==> src/rtl/vctrl_pkg.sv <==
// Shared opcodes, ALU codes, control bundle and sequencer state for the vector control pipe.
package vctrl_pkg;

    localparam logic [5:0] OpRtype = 6'b000000;
    localparam logic [5:0] OpAddi  = 6'b001000;
    localparam logic [5:0] OpLw    = 6'b100011;
    localparam logic [5:0] OpSw    = 6'b101011;
    localparam logic [5:0] OpBeq   = 6'b000100;
    localparam logic [5:0] OpBne   = 6'b000101;
    localparam logic [5:0] OpJ     = 6'b000010;
    localparam logic [5:0] OpVv    = 6'b010000;
    localparam logic [5:0] OpVs    = 6'b010001;
    localparam logic [5:0] OpVlw   = 6'b110010;
    localparam logic [5:0] OpVsw   = 6'b110011;

    localparam logic [5:0] FunctAdd = 6'b100000;
    localparam logic [5:0] FunctSub = 6'b100010;
    localparam logic [5:0] FunctAnd = 6'b100100;
    localparam logic [5:0] FunctOr  = 6'b100101;
    localparam logic [5:0] FunctSlt = 6'b101010;

    localparam logic [2:0] AluAnd = 3'b000;
    localparam logic [2:0] AluOr  = 3'b001;
    localparam logic [2:0] AluAdd = 3'b010;
    localparam logic [2:0] AluSub = 3'b110;
    localparam logic [2:0] AluSlt = 3'b111;

    typedef enum logic [0:0] {StIdle, StSeq} seq_state_t;

    typedef struct packed {
        logic [2:0] alucontrol;
        logic       alusrc;
        logic       scalar;
        logic       regdst;
        logic       regwrite;
        logic       memtoreg;
        logic       memwrite;
        logic       memdata;
        logic       memsrc;
        logic       vregwrite;
        logic       vector;
        logic       multibeat;
    } ctrl_bundle_t;

    // Lane mask for the final beat: only the elements left over after the full beats.
    function automatic logic [63:0] tail_mask(input int unsigned vlen, input int unsigned lanes);
        int unsigned beats;
        int unsigned rem;
        beats = (vlen + lanes - 1) / lanes;
        rem   = vlen - (beats - 1) * lanes;
        if (rem >= 64) return '1;
        return (64'd1 << rem) - 64'd1;
    endfunction

endpackage

==> src/rtl/vctrl_decoder.sv <==
// Combinational decode of opD/functD into the pipeline control bundle plus D-stage branch/jump.
module vctrl_decoder
    import vctrl_pkg::*;
(
    input  logic [5:0]   opD,
    input  logic [5:0]   functD,
    output ctrl_bundle_t ctrl,
    output logic         jump,
    output logic [1:0]   branch
);

    logic unusedFunct;
    assign unusedFunct = ^functD[5:3];

    always_comb begin
        ctrl   = '0;
        jump   = 1'b0;
        branch = 2'b00;
        case (opD)
            OpRtype: begin
                ctrl.regwrite   = 1'b1;
                ctrl.regdst     = 1'b1;
                ctrl.alucontrol = functD[2:0];
            end
            OpAddi: begin
                ctrl.regwrite   = 1'b1;
                ctrl.alusrc     = 1'b1;
                ctrl.alucontrol = AluAdd;
            end
            OpLw: begin
                ctrl.regwrite   = 1'b1;
                ctrl.alusrc     = 1'b1;
                ctrl.memtoreg   = 1'b1;
                ctrl.alucontrol = AluAdd;
            end
            OpSw: begin
                ctrl.memwrite   = 1'b1;
                ctrl.alusrc     = 1'b1;
                ctrl.alucontrol = AluAdd;
            end
            OpBeq: branch = 2'b01;
            OpBne: branch = 2'b10;
            OpJ:   jump   = 1'b1;
            OpVv, OpVs: begin
                ctrl.vregwrite  = 1'b1;
                ctrl.alucontrol = functD[2:0];
                ctrl.scalar     = (opD == OpVs);
                ctrl.vector     = 1'b1;
                ctrl.multibeat  = 1'b1;
            end
            OpVlw: begin
                ctrl.vregwrite = 1'b1;
                ctrl.memtoreg  = 1'b1;
                ctrl.memsrc    = 1'b1;
                ctrl.alusrc    = 1'b1;
                ctrl.vector    = 1'b1;
                ctrl.multibeat = 1'b1;
            end
            OpVsw: begin
                ctrl.memwrite  = 1'b1;
                ctrl.memdata   = 1'b1;
                ctrl.alusrc    = 1'b1;
                ctrl.vector    = 1'b1;
                ctrl.multibeat = 1'b1;
            end
            default: ;
        endcase
    end

endmodule

==> src/rtl/vec_control_pipe.sv <==
// Scalar/vector pipeline control: D decode, branch resolve, multi-beat vector sequencing, E/M/W regs.
// Define VCTRL_TAIL_MASK_EN to mask unused lanes on the final beat when VLEN is not a LANES multiple.
module vec_control_pipe
    import vctrl_pkg::*;
#(
    parameter int unsigned VLEN  = 8,
    parameter int unsigned LANES = 4,
    localparam int unsigned BEATS = (VLEN + LANES - 1) / LANES,
    localparam int unsigned BW    = (BEATS > 1) ? $clog2(BEATS) : 1
) (
    input  logic             clk,
    input  logic             reset,
    input  logic [5:0]       opD,
    input  logic [5:0]       functD,
    input  logic [31:0]      srca2D,
    input  logic [31:0]      srcb2D,
    input  logic             flushE,
    output logic             jumpD,
    output logic             pcsrcD,
    output logic [1:0]       branchD,
    output logic             stallD,
    output logic [2:0]       alucontrolE,
    output logic             alusrcE,
    output logic             scalarE,
    output logic             regdstE,
    output logic             regwriteE,
    output logic             memtoregE,
    output logic [BW-1:0]    beatE,
    output logic [LANES-1:0] laneenE,
    output logic             memwriteM,
    output logic             memdataM,
    output logic             memsrcM,
    output logic             regwriteM,
    output logic             memtoregM,
    output logic             regwriteW,
    output logic             VregwriteW,
    output logic             memtoregW
);

    localparam bit            MultiBeat = (BEATS > 1);
    localparam logic [BW-1:0] LastBeat  = BW'(BEATS - 1);

`ifdef VCTRL_TAIL_MASK_EN
    localparam logic [LANES-1:0] TailMask = LANES'(tail_mask(VLEN, LANES));
`else
    localparam logic [LANES-1:0] TailMask = {LANES{1'b1}};
    if (VLEN % LANES != 0) begin : genLenCheck
        $error("vec_control_pipe: VLEN must be a multiple of LANES without tail masking");
    end
`endif

    ctrl_bundle_t dec;
    ctrl_bundle_t eQ;
    ctrl_bundle_t mQ;
    ctrl_bundle_t wQ;
    seq_state_t   stateQ;
    logic [BW-1:0] cntQ;
    logic [BW-1:0] issueBeat;

    vctrl_decoder uDecoder (
        .opD    (opD),
        .functD (functD),
        .ctrl   (dec),
        .jump   (jumpD),
        .branch (branchD)
    );

    assign pcsrcD = (branchD == 2'b01 && srca2D == srcb2D) ||
                    (branchD == 2'b10 && srca2D != srcb2D);

    assign issueBeat = (stateQ == StSeq) ? cntQ : '0;

    // A flushed beat is reissued, so the final beat keeps D stalled while it is being flushed.
    assign stallD = !reset &&
                    ((stateQ == StIdle && dec.multibeat && MultiBeat) ||
                     (stateQ == StSeq && (cntQ != LastBeat || flushE)));

    always_ff @(posedge clk) begin
        if (reset) begin
            stateQ <= StIdle;
            cntQ   <= '0;
        end else begin
            case (stateQ)
                StIdle: begin
                    if (dec.multibeat && MultiBeat) begin
                        stateQ <= StSeq;
                        cntQ   <= BW'(1);
                    end
                end
                StSeq: begin
                    if (!flushE) begin
                        if (cntQ == LastBeat) begin
                            stateQ <= StIdle;
                            cntQ   <= '0;
                        end else begin
                            cntQ <= cntQ + BW'(1);
                        end
                    end
                end
                default: begin
                    stateQ <= StIdle;
                    cntQ   <= '0;
                end
            endcase
        end
    end

    always_ff @(posedge clk) begin
        if (reset || flushE) begin
            eQ      <= '0;
            beatE   <= '0;
            laneenE <= '0;
        end else begin
            eQ <= dec;
            if (dec.multibeat) begin
                beatE   <= issueBeat;
                laneenE <= (issueBeat == LastBeat) ? TailMask : {LANES{1'b1}};
            end else begin
                beatE   <= '0;
                laneenE <= {LANES{1'b1}};
            end
        end
    end

    always_ff @(posedge clk) begin
        if (reset) begin
            mQ <= '0;
            wQ <= '0;
        end else begin
            mQ <= eQ;
            wQ <= mQ;
        end
    end

    assign alucontrolE = eQ.alucontrol;
    assign alusrcE     = eQ.alusrc;
    assign scalarE     = eQ.scalar;
    assign regdstE     = eQ.regdst;
    assign regwriteE   = eQ.regwrite;
    assign memtoregE   = eQ.memtoreg;

    assign memwriteM = mQ.memwrite;
    assign memdataM  = mQ.memdata;
    assign memsrcM   = mQ.memsrc;
    assign regwriteM = mQ.regwrite;
    assign memtoregM = mQ.memtoreg;

    assign regwriteW  = wQ.regwrite;
    assign VregwriteW = wQ.vregwrite;
    assign memtoregW  = wQ.memtoreg;

    logic unusedW;
    assign unusedW = ^{wQ.alucontrol, wQ.alusrc, wQ.scalar, wQ.regdst, wQ.memwrite,
                       wQ.memdata, wQ.memsrc, wQ.vector, wQ.multibeat};

endmodule

==> config.mk <==
export PLATFORM = sky130hd
export DESIGN_NAME = vec_control_pipe
export DESIGN_NICKNAME = d
export VERILOG_FILES = /design/src/rtl/vctrl_pkg.sv /design/src/rtl/vctrl_decoder.sv /design/src/rtl/vec_control_pipe.sv
export SDC_FILE = /design/constraint.sdc
export NUM_CORES = 1
export LEC_CHECK = 0
export CAP_MARGIN = 20
export CELL_PAD_IN_SITES_DETAIL_PLACEMENT = 0
export CELL_PAD_IN_SITES_GLOBAL_PLACEMENT = 1
export CORE_ASPECT_RATIO = 0.9
export CORE_MARGIN = 2
export CORE_UTILIZATION = 23
export CTS_BUF_LIST = sky130_fd_sc_hd__clkbuf_8
export DETAILED_ROUTE_END_ITERATION = 10
export PLACE_DENSITY = 0.86
export SLEW_MARGIN = 20
export SYNTH_ARGS = -nofsm -noshare
export SYNTH_HDL_FRONTEND = slang
export SYNTH_HIERARCHICAL = 1
export SYNTH_SLANG_ARGS = --single-unit
==> constraint.sdc <==
create_clock -name clk -period 2.2 [get_ports clk]
set_clock_uncertainty 0.15 [all_clocks]
set_input_delay 0.55 -clock clk [delete_from_list [all_inputs] [get_ports clk]]
set_output_delay 0.55 -clock clk [all_outputs]
set_load 0.1 [all_outputs]
==> metrics.txt, run 1 <==
GP Congestion=approximately 0.76; fill cell count=556; std cell rows=26; worst-path cell chain=dlygate4sd2_1, xor2_1, nor4_2, nand4_1, buf_4, o32ai_4, buf_12; vias in the first global route=1472; CTS tree=done; Crit. End Element=output port; Die ar.=between 0.006 and 0.007 sq mm; worst-margin pin slew=0.6316 ns; Slew Viols, Final=0; Syn Inst Count=150; worst hold path type=register to register; Mapped Area=0.001365 sq mm; design area=around 0.0026 sq mm; setup violators final=1; RSZ-0062 raised after global routing=true; Core Region=0.005693 sq mm; Hold Path Stages=1; reg2reg end=cntQ; Critical Path AT=1.89 ns; Area growth, synth to finish=91.02%; vias after detailed routing=between 1000 and 1500; leakage=about 1.2 nW; initial antenna violation count=0; max reg flops=4; Synth Warn #=6; H-tree lvl count=1; Hold Slack=0.2903 ns; FF-to-FF Start=stateQ; ant diodes=0; Nets=350; Die Ht=77.09 microns; Die Wd=85.21 microns; clock sinks=25; Tcrit/Tclk final=117.8%; slowest CP cell=o32ai_4; PwrDens=393.6 mW/mm^2; FMAX=0.3860 GHz; Total GRT Usage=11.35%; maximum capacitance violations=0; number of nets with antenna violations after routing=0; Data required, critical path=~1.5 ns; setup ws final=-0.3907 ns; pre-CTS WS=-0.8485 ns; Biggest register=eQ; Hold Startpoint=eQ[5]; reg2reg path depth=6; initial core utilization=between 20% and 30%; Crit path largest cell delay=about 0.30 ns; layout cells sized above 1=46.67%; Top-Level Pins=roughly 110; r2r setup slk=between 0.9 and 1 ns; min cycle time layout=~2.6 ns; crit path launch type=primary input; CTS clock-pin slew for the worst setup and hold paths=0.07 ns; drt first pass iters=4; number of buffers added on ports=101; largest net degree at the start of global routing=15; GRT overflow=0; worst skew pair latency=0.26 ns; total routed wirelength=3.654 mm; run status=finished, violations left; number of clock buffers inserted by TritonCTS=3; vias per cell=around 4.2; failing checks=setup timing; Total Power=0.001026 W; DR WL/cell=10.75 microns; Synth Area per Inst=9.100 sq um; Crit Path Class=primary input to output port; first-pass GRT wire length=between 6 and 7 mm; Slew HR=57.74%; Hold-fix buffers, CTS=0; dpl hpwl=between 3 and 4 mm; initial detailed-routing violation count=35; Placed Instance Area=0.002658 sq mm; CTS Buffer Depth=2; maximum vdd drop=0.3945 mV; Post-Syn Nets=~230; DRC Markers=0; endpoints failing hold=0; hold worst-path end=memwriteM; CTS Root Buffer Type=clkbuf_8; crit-path max FO=2
## stage by stage
| step | setup TNS (ns) | utilization, % | instances |
|---|---|---|---|
| after floorplan | -1.638 | - | 150 |
| after global placement | -3.413 | 46.68 | 331 |
| after detailed placement | -3.706 | 46.68 | 331 |
| after CTS | -0.5143 | 45.67 | 340 |
| after global routing | -0.5122 | 45.80 | 340 |
| final | -0.3907 | 45.80 | 340 |
## worst max-delay path by stage
stage | from | end | slack, ns | cells after the start
after floorplan | opD[4] | pcsrcD | -0.97 | 6
after detailed placement | srcb2D[23] | pcsrcD | -0.85 | 6
final | srca2D[27] | pcsrcD | -0.39 | 7
after global routing | srcb2D[2] | pcsrcD | -0.48 | 7
after global placement | srcb2D[23] | pcsrcD | -0.84 | 6
after CTS | srca2D[6] | pcsrcD | -0.44 | 7
## layer usage
layer / routed length (microns) / vias to the layer above / share of wire, % / GRT usage, %
met4: 0 / 0 / 0 / 2.857
met1: 1345 / 619 / 37 / 11.88
met2: 1949 / 61 / 53 / 21.80
li1: - / 734 / - / -
met3: 359 / 0 / 9.8 / 3.337
met5: 0 / - / 0 / 0
## where the power goes
part	switching, W	total (W)	internal (W)
registers	0.00000526	0.000462	0.000457
logic	0.000151	0.000315	0.000164
clock network	0.000125	0.000249	0.000124
## cell type report
class / count / area [sq um] / area share, %
sequential: 25 / 500.5 / 19.19
timing repair buffer: 127 / 1066 / 40.88
tap: 70 / 87.58 / 3.359
clock buffer: 3 / 41.29 / 1.583
clock inverter: 1 / 3.754 / 0.1440
inverter: 2 / 7.507 / 0.2879
multi-input combinational: 112 / 900.9 / 34.55
## worst max-delay path, delay by kind of cell
| kind | cells | cell delay [ns] |
|---|---|---|
| AND/OR/NAND/NOR | 2 | 0.26 |
| AO/OA/AOI/OAI | 1 | 0.30 |
| buffers and inverters | 3 | 0.63 |
| XOR/XNOR | 1 | 0.16 |
## cell usage in the layout (no fill, tap or decap), types with 2 or more instances in the layout
cell and n:
nor4_1 3, xor2_1 31, nor2_4 3, buf_12 9
nand2_1 2, xnor2_1 2, o21ai_0 2, clkdlybuf4s50_1 4
clkdlybuf4s15_1 18, dfxtp_1 25, nor2_1 6, clkbuf_8 3
nor4_2 7, buf_2 31, nand4_1 2, clkbuf_2 9
buf_4 42, nor2b_1 11, inv_1 2, nor3_4 2
a21oi_1 2, buf_6 7, and2_1 15, dlygate4sd2_1 5
nor3_1 5
## what timing repair did
action / CTS / global route
resized for setup: 202 / 27
buffers inserted: 5 / 1
pin swaps: 48 / 18
endpoints found under the setup margin: 7 / 5
(Power assumes the default switching activity.)
==> run 2, diff against run 1 <==
Settings changed: ABC_AREA set to 1, CAP_MARGIN 20 to not set, CORE_UTILIZATION 23 to 22, PLACE_DENSITY 0.86 to 0.87, SYNTH_HIERARCHICAL 1 to not set.
==> run 2 against run 1 <==
Effect of this change: the flow still finishes with violations (setup timing); register-to-register slack improved by 0.20 ns; sequential power about the same; worst setup slack gained 0.31 ns; via count increased by 12%; area after synthesis grew 1.7%; sequential cell count unchanged; largest cell class unchanged.
==> metrics.txt, run 2 <==
run status=finished, violations left (unchanged); failing checks=setup timing (unchanged); CTS clock-pin slew for the worst setup and hold paths=0.08 ns (was 0.07 ns); Seq/Total Area, Yosys=36.04%; Cell variety after synth=19; Synth Warn #=0 (was 6); Mapped Area=0.001389 sq mm (was 0.001365 sq mm); Slew Viols, Final=0 (unchanged); Crit. End Element=output port (unchanged); Synth Area per Inst=6.520 sq um (was 9.100 sq um); DR WL/cell=8.867 microns (was 10.75 microns); min cycle time layout=2.278 ns (was 2.591 ns); Crit Path Class=primary input to output port (unchanged); RSZ-0062 raised after global routing=true (unchanged); r2r setup slk=1.13 ns (was 0.93 ns); Main synth FF type=dfxtp_1; drt first pass iters=3 (was 4); maximum vdd drop=0.2016 mV (was 0.3945 mV); setup ws final=-0.07759 ns (was -0.3907 ns); area leader, netlist=dfxtp_1; CTS Buffer Depth=2 (unchanged); number of nets with antenna violations after routing=0 (unchanged); leakage=1.290 nW (was 1.179 nW); Area growth, synth to finish=92.97% (was 91.02%); #FFs+latches synth=25; vias in the first global route=1523 (was 1472); crit-path max FO=2 (unchanged); initial detailed-routing violation count=37 (was 35); Critical Path AT=1.58 ns (was 1.89 ns); Core Region=0.006115 sq mm (was 0.005693 sq mm); std cell rows=27 (was 26); GP Congestion=0.7397 (was 0.7598); top cells by count, synth=nand2_1, inv_1, nor2_1; Synth top area share=a little over a third; maximum capacitance violations=0 (unchanged); endpoints failing hold=0 (unchanged); Post-Syn Nets=292 (was 229); CTS tree=done (unchanged); worst skew pair latency=0.26 ns (about the same); Die Wd=87.75 microns (was 85.21 microns); Top-Level Pins=105 (unchanged); reg2reg path depth=4 (was 6); H-tree lvl count=1 (unchanged); FMAX=0.4391 GHz (was 0.3860 GHz); main area contributors after synthesis=dfxtp_1, nand2_1, xnor2_1; largest net degree at the start of global routing=16 (was 15); Psw=0.0003113 W (was 0.0002814 W); dpl hpwl=3.184 mm (was 3.145 mm); Hold Slack=0.2547 ns (was 0.2903 ns); Nets=415 (was 350); number of synthesized flops with an enable pin=0; fill cell count=680 (was 556); vias after detailed routing=1578 (was 1414); Biggest register=eQ (unchanged); Die Ht=79.38 microns (was 77.09 microns); Sw Ratio=29.11% (was 27.42%); max reg flops=4 (unchanged); most frequent cells in the layout=nand2_1, buf_4, clkbuf_2 (was buf_4, xor2_1, buf_2); Die ar.=0.006965 sq mm (was 0.006568 sq mm); post-synthesis async set-or-reset flop share=0%; Tcrit/Tclk final=103.5% (was 117.8%); Pint=0.0007582 W (was 0.0007448 W); Reg power frac=43.3% (was 45.0%); total routed wirelength=3.742 mm (was 3.654 mm); setup violators final=1 (unchanged); clock sinks=25 (unchanged); Syn Inst Count=213 (was 150); DRC Markers=0 (unchanged); Logic pwr share=31.6% (was 30.7%); Hold-fix buffers, CTS=0 (unchanged); GRT overflow=0 (unchanged); number of buffers added on ports=101 (unchanged); Total GRT Usage=10.86% (was 11.35%); worst hold path type=register to register (unchanged); Hold Path Stages=2 (was 1); Slew HR=74.40% (was 57.74%); final cell count without fillers=422 (was 340); PwrDens=399.1 mW/mm^2 (was 393.6 mW/mm^2); vias per cell=3.739 (was 4.159); first-pass GRT wire length=6.106 mm (was 6.216 mm); pre-CTS WS=-0.5670 ns (was -0.8485 ns); initial core utilization=22.71% (was 23.98%); count leader, synth=nand2_1; layout cells sized above 1=51.34% (was 46.67%); initial antenna violation count=0 (unchanged); crit path launch type=primary input (unchanged); commonest non-fill, non-tap cell in the layout=nand2_1 (was buf_4); number of clock buffers inserted by TritonCTS=3 (unchanged); worst-margin pin slew=0.3835 ns (was 0.6316 ns); Data required, critical path=1.50 ns (about the same); CTS Root Buffer Type=clkbuf_8 (unchanged); Clock Power Share=25.1% (was 24.3%); placed cell count=413 (was 331); ant diodes=0 (unchanged)
run 2: cell count changes in the layout (fill, tap and decap cells not counted), sizes merged, moves of 8 or more:
cell           before  now
xor2               32    0
clkdlybuf4s15      18    0
nor4               10    2
and2               15    0
xnor2               2   23
nand2               3   66
nor2b              11    0
clkbuf             12   35
nor2               10   31
inv                 3   39
run 2: layout make-up:
type                            count  area [sq um]  area share (%)
Timing Repair Buffer              125          1007           37.58
Tap cell                           87         108.9           4.062
Sequential cell                    25         500.5           18.67
Multi-Input combinational cell    141         844.6           31.51
Inverter                           40         170.2           6.349
Clock buffer                        3         41.29           1.541
Clock inverter                      1         7.507          0.2801
run 2: through the flow:
step           instance area (sq um)  util, %  setup TNS (ns)  total power, W
2_1_floorplan                   1476        -          -1.385       0.0006293
3_3_place_gp                    2750    44.98          -2.156       0.0008312
3_5_place_dp                    2750    44.98          -2.336       0.0008342
4_1_cts                         2728    44.61         -0.3634        0.001067
5_1_grt                         2680    43.83         -0.2101        0.001134
6_report                        2680    43.83        -0.07759        0.001070
run 2: worst paths after layout:
check | startpoint | end
worst max-delay path | srca2D[23] | pcsrcD
worst min register to register | eQ[3] | memsrcM
worst min-delay path | eQ[3] | memsrcM
worst max register to register | stateQ | stateQ
run 2: worst max-delay path: stages:
cell	delay [ns]
buf_2	0.12
xnor2_2	0.15
nand2_1	0.06
nor2_1	0.09
nand2_1	0.08
nor2_2	0.15
nand2_1	0.08
nand2_2	0.09
nand2_4	0.05
buf_12	0.16
run 2: per-layer routing:
metal | part of all wire [%] | global-route usage, % | vias up
met4 | 0.53 | 2.308 | 0
met2 | 51 | 20.76 | 65
li1 | - | - | 866
met1 | 39 | 11.31 | 645
met5 | 0 | 0 | -
met3 | 9.7 | 3.723 | 2
run 2: logic make-up (layout without fill, tap and decap cells):
group,after synthesis,after routing,share of synthesized area [%]
AOI/OAI and AO/OA,9,9,3.694
xor gates and xnor gates,23,23,14.50
buffers and inverters,47,169,14.32
DFF,25,25,36.04
and+or+nand+nor,109,109,31.44
run 2: timing repair:
item | in CTS | in global routing
pin swaps | 66 | 61
setup endpoints to repair | 5 | 5
gates resized for setup | 202 | 89
setup buffers | 4 | 2
hold endpoints to repair | 0 | 0
gates cloned | 0 | 0
run 2: power by group through the flow:
stage               clock [W]  sequential (W)  combinational [W]
global route         0.000300        0.000464           0.000371
detailed placement          0        0.000473           0.000361
global placement            0        0.000473           0.000359
CTS                  0.000277        0.000462           0.000327
finish               0.000269        0.000463           0.000338
floorplan                   0        0.000486           0.000144
==> run 3, diff against run 2 <==
Settings changed: SLEW_MARGIN 20 to not set.
==> results of run 3 <==
Same layout as run 2: the final DEF is identical, and so are final timing and power.
